<file path="src/rtl/uart_rx_frame_ctrl_pkg.sv">
// Shared state encoding and bit counter width for the UART RX frame controller,
// sampler and parity checker.
package uart_rx_frame_ctrl_pkg;

    localparam int BIT_CNT_W = 4;

    typedef enum logic [2:0] {
        ST_IDLE       = 3'd0,
        ST_START      = 3'd1,
        ST_DATA       = 3'd2,
        ST_PARITY     = 3'd3,
        ST_STOP       = 3'd4,
        ST_BREAK_WAIT = 3'd5
    } rx_state_e;

    // States in which the bit timing counters run and the sampler is enabled.
    function automatic logic is_bit_state(input rx_state_e s);
        return (s == ST_START) || (s == ST_DATA) || (s == ST_PARITY) || (s == ST_STOP);
    endfunction

endpackage

</file>
<file path="src/rtl/uart_rx_edge_bit_cnt.sv">
// Edge (tick-within-bit) and bit (bit-within-frame) counters for the UART RX path.
// The FSM runs them while inside a frame and clears them on the way back to idle.
module uart_rx_edge_bit_cnt
    import uart_rx_frame_ctrl_pkg::*;
#(
    parameter int PRESCALE_WIDTH = 6
) (
    input  logic                      clk_i,
    input  logic                      rst_n_i,
    input  logic                      run_i,
    input  logic                      clr_i,
    input  logic [PRESCALE_WIDTH-1:0] prescale_i,
    output logic [PRESCALE_WIDTH-1:0] edge_cnt_o,
    output logic [BIT_CNT_W-1:0]      bit_cnt_o,
    output logic                      end_tick_o
);

    localparam logic [PRESCALE_WIDTH-1:0] EDGE_ONE = PRESCALE_WIDTH'(1);
    localparam logic [BIT_CNT_W-1:0]      BIT_ONE  = BIT_CNT_W'(1);

    logic [PRESCALE_WIDTH-1:0] edge_cnt_q, edge_cnt_d;
    logic [BIT_CNT_W-1:0]      bit_cnt_q, bit_cnt_d;

    always_comb begin
        end_tick_o = run_i && (edge_cnt_q == (prescale_i - EDGE_ONE));
        edge_cnt_d = edge_cnt_q;
        bit_cnt_d  = bit_cnt_q;
        if (clr_i) begin
            edge_cnt_d = '0;
            bit_cnt_d  = '0;
        end else if (run_i) begin
            if (end_tick_o) begin
                edge_cnt_d = '0;
                bit_cnt_d  = bit_cnt_q + BIT_ONE;
            end else begin
                edge_cnt_d = edge_cnt_q + EDGE_ONE;
            end
        end
    end

    always_ff @(posedge clk_i or negedge rst_n_i) begin
        if (!rst_n_i) begin
            edge_cnt_q <= '0;
            bit_cnt_q  <= '0;
        end else begin
            edge_cnt_q <= edge_cnt_d;
            bit_cnt_q  <= bit_cnt_d;
        end
    end

    assign edge_cnt_o = edge_cnt_q;
    assign bit_cnt_o  = bit_cnt_q;

endmodule

</file>
<file path="src/rtl/uart_rx_frame_ctrl.sv">
// UART RX frame controller: start/data/parity/stop sequencing and LSB-first deserializer.
// Optional break detection (break_det port, BREAK_WAIT state) under UART_RX_BREAK_DETECT_EN.
module uart_rx_frame_ctrl
    import uart_rx_frame_ctrl_pkg::*;
#(
    parameter int DATA_WIDTH     = 8,
    parameter int PRESCALE_WIDTH = 6
) (
    input  logic                      clk,
    input  logic                      reset_n,
    input  logic                      RX_IN,
    input  logic [PRESCALE_WIDTH-1:0] prescale,
    input  logic                      PAR_EN,
    input  logic                      sampled_bit,
    input  logic                      par_err,
    output logic                      dat_samp_en,
    output logic [PRESCALE_WIDTH-1:0] edge_cnt,
    output logic [3:0]                bit_cnt,
    output logic                      par_chk_en,
    output logic [DATA_WIDTH-1:0]     P_DATA,
`ifdef UART_RX_BREAK_DETECT_EN
    output logic                      break_det,
`endif
    output logic                      data_valid,
    output logic                      strt_err,
    output logic                      stop_err
);

    localparam logic [BIT_CNT_W-1:0] LAST_DATA_BIT = BIT_CNT_W'(DATA_WIDTH);

    rx_state_e                 state_q, state_d;
    logic [DATA_WIDTH-1:0]     p_data_q, p_data_d;
    logic                      data_valid_q, data_valid_d;
    logic                      strt_err_q, strt_err_d;
    logic                      stop_err_q, stop_err_d;
`ifdef UART_RX_BREAK_DETECT_EN
    logic                      break_det_q, break_det_d;
`endif
    logic                      end_tick;
    logic                      cnt_run;
    logic                      cnt_clr;
    logic [BIT_CNT_W-1:0]      bit_cnt_w;

    // Counters hold at zero in the first START cycle because run follows the
    // registered state while clear follows the next state.
    assign cnt_run = is_bit_state(state_q);
    assign cnt_clr = !is_bit_state(state_d);

    uart_rx_edge_bit_cnt #(
        .PRESCALE_WIDTH (PRESCALE_WIDTH)
    ) u_edge_bit_cnt (
        .clk_i      (clk),
        .rst_n_i    (reset_n),
        .run_i      (cnt_run),
        .clr_i      (cnt_clr),
        .prescale_i (prescale),
        .edge_cnt_o (edge_cnt),
        .bit_cnt_o  (bit_cnt_w),
        .end_tick_o (end_tick)
    );

    always_comb begin
        state_d      = state_q;
        p_data_d     = p_data_q;
        data_valid_d = 1'b0;
        strt_err_d   = 1'b0;
        stop_err_d   = 1'b0;
`ifdef UART_RX_BREAK_DETECT_EN
        break_det_d  = 1'b0;
`endif
        case (state_q)
            ST_IDLE: begin
                if (!RX_IN) state_d = ST_START;
            end
            ST_START: begin
                if (end_tick) begin
                    if (!sampled_bit) begin
                        state_d = ST_DATA;
                    end else begin
                        strt_err_d = 1'b1;
                        state_d    = ST_IDLE;
                    end
                end
            end
            ST_DATA: begin
                if (end_tick) begin
                    p_data_d = {sampled_bit, p_data_q[DATA_WIDTH-1:1]};
                    if (bit_cnt_w == LAST_DATA_BIT) begin
                        state_d = PAR_EN ? ST_PARITY : ST_STOP;
                    end
                end
            end
            ST_PARITY: begin
                if (end_tick) state_d = ST_STOP;
            end
            ST_STOP: begin
                if (end_tick) begin
`ifdef UART_RX_BREAK_DETECT_EN
                    // All-zero data with a low stop bit is a line break, not a framing error.
                    if ((p_data_q == '0) && !sampled_bit) begin
                        break_det_d = 1'b1;
                        state_d     = ST_BREAK_WAIT;
                    end else begin
                        stop_err_d   = ~sampled_bit;
                        data_valid_d = sampled_bit & ~(PAR_EN & par_err);
                        state_d      = ST_IDLE;
                    end
`else
                    stop_err_d   = ~sampled_bit;
                    data_valid_d = sampled_bit & ~(PAR_EN & par_err);
                    state_d      = ST_IDLE;
`endif
                end
            end
`ifdef UART_RX_BREAK_DETECT_EN
            ST_BREAK_WAIT: begin
                if (RX_IN) state_d = ST_IDLE;
            end
`endif
            default: begin
                state_d = ST_IDLE;
            end
        endcase
    end

    always_ff @(posedge clk or negedge reset_n) begin
        if (!reset_n) begin
            state_q      <= ST_IDLE;
            p_data_q     <= '0;
            data_valid_q <= 1'b0;
            strt_err_q   <= 1'b0;
            stop_err_q   <= 1'b0;
`ifdef UART_RX_BREAK_DETECT_EN
            break_det_q  <= 1'b0;
`endif
        end else begin
            state_q      <= state_d;
            p_data_q     <= p_data_d;
            data_valid_q <= data_valid_d;
            strt_err_q   <= strt_err_d;
            stop_err_q   <= stop_err_d;
`ifdef UART_RX_BREAK_DETECT_EN
            break_det_q  <= break_det_d;
`endif
        end
    end

    assign dat_samp_en = cnt_run;
    assign par_chk_en  = (state_q == ST_PARITY) && end_tick;
    assign bit_cnt     = bit_cnt_w;
    assign P_DATA      = p_data_q;
    assign data_valid  = data_valid_q;
    assign strt_err    = strt_err_q;
    assign stop_err    = stop_err_q;
`ifdef UART_RX_BREAK_DETECT_EN
    assign break_det   = break_det_q;
`endif

endmodule

</file>
<file path="config.mk">
export PLATFORM = sky130hd
export DESIGN_NAME = uart_rx_frame_ctrl
export DESIGN_NICKNAME = d
export VERILOG_FILES = /design/src/rtl/uart_rx_frame_ctrl_pkg.sv /design/src/rtl/uart_rx_edge_bit_cnt.sv /design/src/rtl/uart_rx_frame_ctrl.sv
export SDC_FILE = /design/constraint.sdc
export NUM_CORES = 1
export LEC_CHECK = 0
export BUFFER_PORTS_ARGS = -buffer_cell sky130_fd_sc_hd__buf_2
export CAP_MARGIN = 20
export CORE_MARGIN = 1.5
export CORE_UTILIZATION = 51
export CTS_CLUSTER_DIAMETER = 120
export DETAILED_ROUTE_END_ITERATION = 16
export GPL_TIMING_DRIVEN = 0
export PLACE_DENSITY_LB_ADDON = 0.08
export SLEW_MARGIN = 25
export SYNTH_ARGS = -nofsm -noshare
export SYNTH_HDL_FRONTEND = slang
export SYNTH_SLANG_ARGS = --single-unit
</file>
<file path="constraint.sdc">
create_clock -name clk -period 2.84 [get_ports clk]
set_input_delay 0.142 -clock clk [delete_from_list [all_inputs] [get_ports clk]]
set_output_delay 0.142 -clock clk [all_outputs]
set_load 0.01 [all_outputs]
</file>
==> impl_metrics.json, run 1 <==
{
  "status": "completed",
  "ir_drop_v": 0.000504,
  "yosysSeqAreaShare_pct": 42.0,
  "layout-drive-gt1-share_pct": 30.1,
  "dp_cells": 202,
  "grt_antenna_before_repair": 0,
  "clock_latency_ns": 0.32,
  "wl_mm": 2.94,
  "antennaDiodeCount": 0,
  "core_um2": 2710,
  "syn_avg_cell_area_um2": 10.4,
  "dp_hpwl_mm": 2.19,
  "start_util_pct": 52.7,
  "critPathRequiredTime_ns": 3.04,
  "portBuffers": 34,
  "fp-row-count": 19,
  "die-area_um2": 3130,
  "worst-path-buf-inv": 0,
  "yosys.area.top_type_share_pct": 42.0,
  "fmax_mhz": 424,
  "crit_type": "register to register",
  "synth_top_cells_by_area": "dfrtp_1, mux2_1, xnor2_1",
  "yosys-top-cells-count": "dfrtp_1, a21oi_1, nand2_1, nor2_1, xnor2_1",
  "cts.htree.levels": 1,
  "synth_cell_types": 40,
  "fin_area_um2": 1700,
  "p_total_mw": 1.41,
  "tightest_slew_ns": 0.810,
  "critPathLaunchType": "register",
  "die_h_um": 55.9,
  "track_usage_pct": 20.9,
  "clkSlewWorstSetupHoldPaths_ns": 0.14,
  "crit_path_max_incr_delay_ns": 0.58,
  "numCtsBuffers": 3,
  "cts_sinks": 24,
  "gp_congestion": 0.826,
  "finalSetupTns_ns": 0,
  "ys.flop_type": "dfrtp_1",
  "die_w_um": 55.9,
  "fin_crit_sh_pct": 83.1,
  "synthArstFlopShare_pct": 100,
  "drc": 0,
  "syn_inst": 137,
  "synth_top_cell_by_area": "dfrtp_1",
  "ys.warnings.count": 0,
  "synth_edf_count": 0,
  "first_pass_iters": 4,
  "power_density_nw_per_um2": 832,
  "cp_common_cell": "a31oi_4",
  "max-slew-margin-rel_pct": 45.5,
  "period_minus_slack_ns": 2.36,
  "grt_overflow": 0,
  "rsz0062_at_grt": "no",
  "via_per_inst": 5.68,
  "vias": 1175,
  "tritoncts": "built",
  "setup-violations-final": 0,
  "synth_area_um2": 1430,
  "slowest_stage": "nor4_4",
  "grt_max_degree": 25,
  "fin_ws_ns": 0.480,
  "area_growth_pct": 19.0,
  "placed_area_um2": 1640,
  "wl_per_cell_um": 14.2,
  "fin_worst_skew_ns": 0.00245,
  "ys_ff_latch": 24,
  "drtIter0Drc": 16,
  "max-cap-violations": 0,
  "nets": 193,
  "cp_max_fo": 9,
  "slew_violations": 0,
  "finalHoldViolCount": 0,
  "yosysMostFrequentCell": "dfrtp_1",
  "p_leak_nw": 0.879,
  "root_buffer": "clkbuf_4",
  "hp-class": "primary input to register",
  "ant_nets": 0,
  "ios": 35,
  "path_delay_family": "simple AND/OR/NAND/NOR gates",
  "grt_pass1_wl_mm": 5.20,
  "multi_input_area_um2": 790,
  "regArea_um2": 601,
  "synth_nets": 153,
  "grt_pass1_vias": 1207,
  "nFillCells": 245,
  "crit_path_cell_trace": "nor2b_4, or3_4, a31oi_4, a31oi_4, nor4_4, a21oi_1",
  "clockBufferDepth": 2,
  "cp.arrival_ns": 2.56,
  "stdcell_count": 207,
  "pre_cts_ws_ns": 0.504,
  "endpoint_kind": "register",
  "ctsResizeCount": 0
}
cell usage in the layout, fill, tap and decap left out, drive strengths merged, types with 2 or more instances in the layout:
cell,n
and3b,2
o21ai,2
ha,4
nand2b,2
xor2,5
or2,2
inv,6
nor2,10
a21oi,13
a31oi,3
buf,35
nand2,9
nand3,4
xnor2,9
nor3,2
clkbuf,6
dfrtp,24
nand4,4
nor2b,3
a21o,2
mux2,9
nor4,4
and3,5
cell type report:
| class | count | area share, % |
|---|---|---|
| multi-input combinational | 103 | 46.4 |
| sequential | 24 | 35.3 |
| timing repair buffer | 35 | 10.6 |
| tap | 31 | 2.28 |
| clock inverter | 1 | 1.77 |
| clock buffer | 3 | 1.32 |
| inverter | 6 | 1.32 |
| buffer | 4 | 0.957 |
flip-flops by register name, indices dropped and copies added (netlist names):
name                       flops
P_DATA                         8
u_edge_bit_cnt.bit_cnt_o       4
u_edge_bit_cnt.edge_cnt_o      6
state_q                        3
stop_err                       1
strt_err                       1
data_valid                     1
worst paths after layout:
kind,from,end,slack [ns],cells after the start
worst max-delay path,u_edge_bit_cnt.edge_cnt_o[2],u_edge_bit_cnt.bit_cnt_o[3],0.48,6
max in group asynchronous,reset_n,u_edge_bit_cnt.bit_cnt_o[1],2.18,2
min in group asynchronous,reset_n,stop_err,0.30,2
worst max register to register,u_edge_bit_cnt.edge_cnt_o[2],u_edge_bit_cnt.bit_cnt_o[3],0.48,6
worst min-delay path,sampled_bit,stop_err,0.02,2
worst min register to register,P_DATA[0],P_DATA[0],0.51,1
what timing repair did:
item                                   CTS  global route
buffers inserted                         0             0
endpoints found under the hold margin   24             0
hold buffers                             1             0
power breakdown:
part | internal (mW) | switching (mW)
Clock | 0.143 | 0.109
Sequential | 0.408 | 0.0859
Combinational | 0.286 | 0.383
stage by stage:
step                      hold slack, ns  utilization (%)
after floorplan                   -0.154                -
after global placement             0.148             60.4
after detailed placement           0.157             60.4
after CTS                        0.00958             62.7
after global routing              0.0152             62.7
final                             0.0166             62.7
worst reg2reg max path, stage by stage (launching register included):
cell	delay [ns]
dfrtp_1	0.50
nor2b_4	0.17
or3_4	0.38
a31oi_4	0.30
a31oi_4	0.15
nor4_4	0.59
a21oi_1	0.16
metal layers:
layer  vias to the layer above  routed length (um)  GRT usage [%]
li1                        566                   -              -
met1                       569                1340           25.0
met2                        35                1430           37.9
met3                         5                 134           3.72
met4                         0                  34           6.80
met5                         -                   0              0
kinds of logic after synthesis:
group           Yosys count  synth area share (%)
xor+xnor                 14                  8.58
fa+ha+maj                 4                  3.50
compound gates           27                  14.2
buf+inv                  10                  2.71
mux                      10                  7.79
simple gates             48                  21.2
flops                    24                  42.0
Note: power is estimated with default switching activity, not from simulation.
==> run 2: changes to the inputs <==
==> constraint.sdc (replaced) <==
create_clock -name clk -period 2.4 [get_ports clk]
set_input_delay 0.12 -clock clk [delete_from_list [all_inputs] [get_ports clk]]
set_output_delay 0.12 -clock clk [all_outputs]
set_load 0.01 [all_outputs]
==> run 2 against run 1 <==
Cell area up 1.5%; hold slack improved by 0.10 ns; cell count rose by 1.4%; first-iteration DRC count is 75% higher; sequential share of layout area is 0.51 points lower; largest power group unchanged; highest routed layer unchanged.
==> impl_metrics.json, run 2 (synthesis gave the netlist of run 1 again) <==
{
  "track_usage_pct": 20.9,
  "ctsResizeCount": 0,
  "layout_commonest_cell": "buf_2",
  "critPathLaunchType": "register",
  "root_buffer": "clkbuf_4",
  "largest_reg_flops": 8,
  "vias": 1178,
  "via_per_inst": 5.61,
  "cp_max_fo": 8,
  "grt_overflow": 0,
  "finalSetupTns_ns": 0,
  "rsz0062_at_grt": "no",
  "max-slew-margin-rel_pct": 46.2,
  "ios": 35,
  "tightest_slew_ns": 0.800,
  "finalHoldViolCount": 0,
  "ant_nets": 0,
  "tritoncts": "built",
  "gp_congestion": 0.826,
  "cts.htree.levels": 1,
  "most-common-layout-cells": "buf_2, dfrtp_1, a21oi_1",
  "clockBufferDepth": 2,
  "fin_worst_skew_ns": 0.00190,
  "die-area_um2": 3130,
  "grt_pass1_wl_mm": 5.20,
  "crit_path_max_incr_delay_ns": 0.50,
  "drc": 0,
  "max-cap-violations": 0,
  "crit_type": "register to output port",
  "start_util_pct": 52.7,
  "grt_antenna_before_repair": 0,
  "power_density_nw_per_um2": 986,
  "critPathRequiredTime_ns": 2.28,
  "endpoint_kind": "output port",
  "period_minus_slack_ns": 2.26,
  "fmax_mhz": 442,
  "area_growth_pct": 20.8,
  "hp-class": "primary input to register",
  "slowest_stage": "dfrtp_1",
  "status": "completed",
  "cts_sinks": 24,
  "clock_latency_ns": 0.32,
  "nets": 196,
  "fin_util_pct": 63.7,
  "core_um2": 2710,
  "ir_drop_v": 0.000600,
  "fp-row-count": 19,
  "first_pass_iters": 4,
  "wl_per_cell_um": 14.2,
  "portBuffers": 34,
  "crit_path_cell_trace": "nor2b_4, or3_4, a31o_2, nor2_4, and3_1, buf_2",
  "die_h_um": 55.9,
  "numCtsBuffers": 3,
  "multi_input_area_um2": 790,
  "nFillCells": 242,
  "setup-violations-final": 0,
  "grt_max_degree": 25,
  "fin_crit_sh_pct": 94.3,
  "die_w_um": 55.9,
  "regArea_um2": 601,
  "slew_violations": 0,
  "antennaDiodeCount": 0,
  "p_leak_nw": 0.892,
  "cp.arrival_ns": 2.14,
  "drtIter0Drc": 28,
  "grt_pass1_vias": 1207,
  "clkSlewWorstSetupHoldPaths_ns": 0.14,
  "dp_hpwl_mm": 2.19,
  "wl_mm": 2.99,
  "layout-drive-gt1-share_pct": 30.7
}
[run 2: cell types whose count changed in the layout (fill, tap and decap cells not counted)]
cell,before,now
buf_4,0,2
dlygate4sd3_1,1,2
[run 2: worst max-delay path, delay by kind of cell, from the launching register on]
kind	cells	cell delay, ns
AO/OA/AOI/OAI	1	0.29
buffers and inverters	1	0.13
AND/OR/NAND/NOR	4	0.91
flip-flops	1	0.50
[run 2: what timing repair did]
action | 4_1_cts | 5_1_grt
endpoints found under the setup margin | 0 | 9
hold endpoints to repair | 25 | 0
buffers inserted | 0 | 2
hold buffers | 2 | 0
[run 2: layout make-up]
| type | count | area share, % |
|---|---|---|
| inverter | 6 | 1.31 |
| clock buffer | 3 | 1.31 |
| timing repair buffer | 38 | 11.9 |
| clock inverter | 1 | 1.74 |
| sequential | 24 | 34.8 |
| multi-input combinational | 103 | 45.8 |
| buffer | 4 | 0.943 |
| tap | 31 | 2.25 |
[run 2: metrics by stage]
step	hold slack (ns)	power (mW)	setup slack (ns)	cell area (um2)	cells
2_1_floorplan	-0.176	1.16	0.353	1430	137
3_5_place_dp	0.135	1.38	0.0643	1640	202
4_1_cts	0.109	1.68	0.0462	1710	208
6_report	0.121	1.70	0.137	1730	210
3_3_place_gp	0.126	1.36	0.107	1640	202
5_1_grt	0.125	1.82	0.0244	1730	210
[run 2: layer usage]
layer	part of all wire, %	global-route usage, %	vias up
li1	-	-	572
met1	47	25.2	574
met2	49	37.9	30
met3	3.7	3.49	2
met4	0.50	6.80	0
met5	0	0	-
[run 2: where the power goes]
part           switching [mW]  leakage [nW]  internal, mW
registers               0.103         0.320         0.483
clock network           0.127        0.0279         0.169
logic                   0.461         0.544         0.358
total                   0.691         0.892          1.01
[run 2: final timing paths]
path / start / to / slack [ns] / depth (start not counted)
min in group asynchronous: reset_n / stop_err / 0.29 / 2
hold / removal: par_err / data_valid / 0.12 / 3
setup / recovery: u_edge_bit_cnt.edge_cnt_o[2] / par_chk_en / 0.14 / 6
max in group asynchronous: reset_n / u_edge_bit_cnt.bit_cnt_o[1] / 1.76 / 2
setup reg to reg: u_edge_bit_cnt.edge_cnt_o[2] / u_edge_bit_cnt.edge_cnt_o[4] / 0.18 / 7
hold reg to reg: P_DATA[0] / P_DATA[0] / 0.51 / 1
==> run 3: changes to the inputs <==
--- a/config.mk
+++ b/config.mk
@@ -9,6 +9,7 @@
 export CAP_MARGIN = 20
 export CORE_MARGIN = 1.5
 export CORE_UTILIZATION = 51
+export CTS_BUF_LIST = sky130_fd_sc_hd__clkbuf_8
 export CTS_CLUSTER_DIAMETER = 120
 export DETAILED_ROUTE_END_ITERATION = 16
 export GPL_TIMING_DRIVEN = 0
==> run 3 against run 2 <==
Non-clock buffer count shrank 1; global-route usage is 0.39 points lower; first-iteration DRC count fell by 36%; clock skew about the same; routed wire length is 1.9% lower; largest cell class unchanged; highest routed layer unchanged.
==> impl_metrics.json, run 3 (synthesis gave the netlist of run 1 again) <==
{
  "status": "completed",
  "grt_pass1_vias": 1208,
  "drc": 0,
  "dp_hpwl_mm": 2.19,
  "setup.worst_path.start": "u_edge_bit_cnt.edge_cnt_o[2]",
  "drtIter0Drc": 18,
  "layout-drive-gt1-share_pct": 30.9,
  "tritoncts": "built",
  "via_per_inst": 5.57,
  "crit_path_cell_trace": "nor2b_4, or3_4, a31oi_4, a21oi_1, nor4_4, buf_4, a21oi_1",
  "area_growth_pct": 21.4,
  "gp_congestion": 0.826,
  "tightest_slew_ns": 0.808,
  "critPathLaunchType": "register",
  "whs_ns": 0.0584,
  "cp.arrival_ns": 2.36,
  "hp-start": "sampled_bit",
  "layout_commonest_cell": "buf_2",
  "ir_drop_v": 0.000716,
  "numCtsBuffers": 3,
  "fin_area_um2": 1730,
  "antennaDiodeCount": 0,
  "grt_util_met3_pct": 3.49,
  "clkSlewWorstSetupHoldPaths_ns": 0.09,
  "die-area_um2": 3130,
  "fp-row-count": 19,
  "grt_antenna_before_repair": 0,
  "critPathRequiredTime_ns": 2.55,
  "nets": 195,
  "cts_sinks": 24,
  "grt_overflow": 0,
  "period_minus_slack_ns": 2.20,
  "start_util_pct": 52.7,
  "die_w_um": 55.9,
  "r2r_start": "u_edge_bit_cnt.edge_cnt_o[2]",
  "wl_per_cell_um": 14.0,
  "fin_crit_sh_pct": 91.8,
  "setup-violations-final": 0,
  "most-common-layout-cells": "buf_2, dfrtp_1, a21oi_1",
  "grt_pass1_wl_mm": 5.16,
  "hp-class": "primary input to register",
  "rsz0062_at_grt": "no",
  "p_leak_nw": 0.896,
  "vias": 1165,
  "power_density_nw_per_um2": 1010,
  "largest_reg_flops": 8,
  "clockBufferDepth": 2,
  "root_buffer": "clkbuf_8",
  "p_total_mw": 1.76,
  "cp_common_cell": "a21oi_1",
  "use_met1_pct": 24.7,
  "first_pass_iters": 4,
  "finalSetupTns_ns": 0,
  "ctsResizeCount": 0,
  "slew_violations": 0,
  "cp_max_fo": 8,
  "endpoint_kind": "register",
  "ant_nets": 0,
  "die_h_um": 55.9,
  "grt_max_degree": 25,
  "portBuffers": 34,
  "clock_latency_ns": 0.27,
  "max-cap-violations": 0,
  "fmax_mhz": 454,
  "max-slew-margin-rel_pct": 45.6,
  "cts.htree.levels": 1,
  "crit_path_max_incr_delay_ns": 0.49,
  "placed_area_um2": 1640,
  "grt-busiest-layer": "met2",
  "wl_mm": 2.93,
  "ios": 35,
  "track_usage_pct": 20.5,
  "core_um2": 2710,
  "use_met2_pct": 37.4,
  "crit_type": "register to register",
  "fin_worst_skew_ns": 0.00229,
  "slowest_stage": "dfrtp_1",
  "finalHoldViolCount": 0
}
==> run 3: cell count changes in the layout (fill, tap and decap cells not counted) <==
cell	change
clkbuf_8	+3
dlygate4sd3_1	-1
clkbuf_4	-3
==> run 3: where the power goes <==
group	total [mW]	internal [mW]	switching, mW
Combinational	0.817	0.357	0.460
Clock	0.356	0.223	0.133
Sequential	0.586	0.484	0.102
Total	1.76	1.06	0.695
==> run 3: path summary, 6_finish.rpt <==
kind / to / slack, ns / cells after the start
max: u_edge_bit_cnt.edge_cnt_o[4] / 0.20 / 7
min: stop_err / 0.06 / 2
max reg2reg: u_edge_bit_cnt.edge_cnt_o[4] / 0.20 / 7
min reg2reg: P_DATA[0] / 0.50 / 1
max in group asynchronous: u_edge_bit_cnt.edge_cnt_o[1] / 1.69 / 2
min in group asynchronous: stop_err / 0.35 / 2
==> run 3: layout make-up <==
class                   count  area (um2)
fillers                   236         976
clock buffers               3        41.3
repair buffers             37         195
flip-flops and latches     24         601
plain buffers               4        16.3
inverters                   6        22.5
well taps                  31        38.8
multi-input cells         103         790
clock inverters             1        30.0
==> run 3: metal layers <==
| metal | share of wire (%) | wire length, um |
|---|---|---|
| met1 | 47 | 1360 |
| met2 | 49 | 1430 |
| met3 | 4.1 | 119 |
| met4 | 0.51 | 15 |
| met5 | 0 | 0 |
==> run 3: worst max-delay path: cells and delay by family, from the launching register on <==
kind / cells / cell delay [ns]
buffers and inverters: 1 / 0.20
DFF: 1 / 0.49
AOI/OAI and AO/OA: 3 / 0.53
and+or+nand+nor: 3 / 0.87
==> run 3: what timing repair did <==
action | CTS | global route
buffers inserted | 0 | 2
endpoints found under the hold margin | 24 | 0
hold buffers | 1 | 0
endpoints found under the setup margin | 0 | 9
==> run 3: metrics by stage <==
step / utilization (%) / std cells / setup slack, ns
6_report: 64.0 / 209 / 0.196
5_1_grt: 64.0 / 209 / 0.0749
4_1_cts: 63.4 / 207 / 0.0502
3_5_place_dp: 60.4 / 202 / 0.0643
3_3_place_gp: 60.4 / 202 / 0.107
2_1_floorplan: - / 137 / 0.353
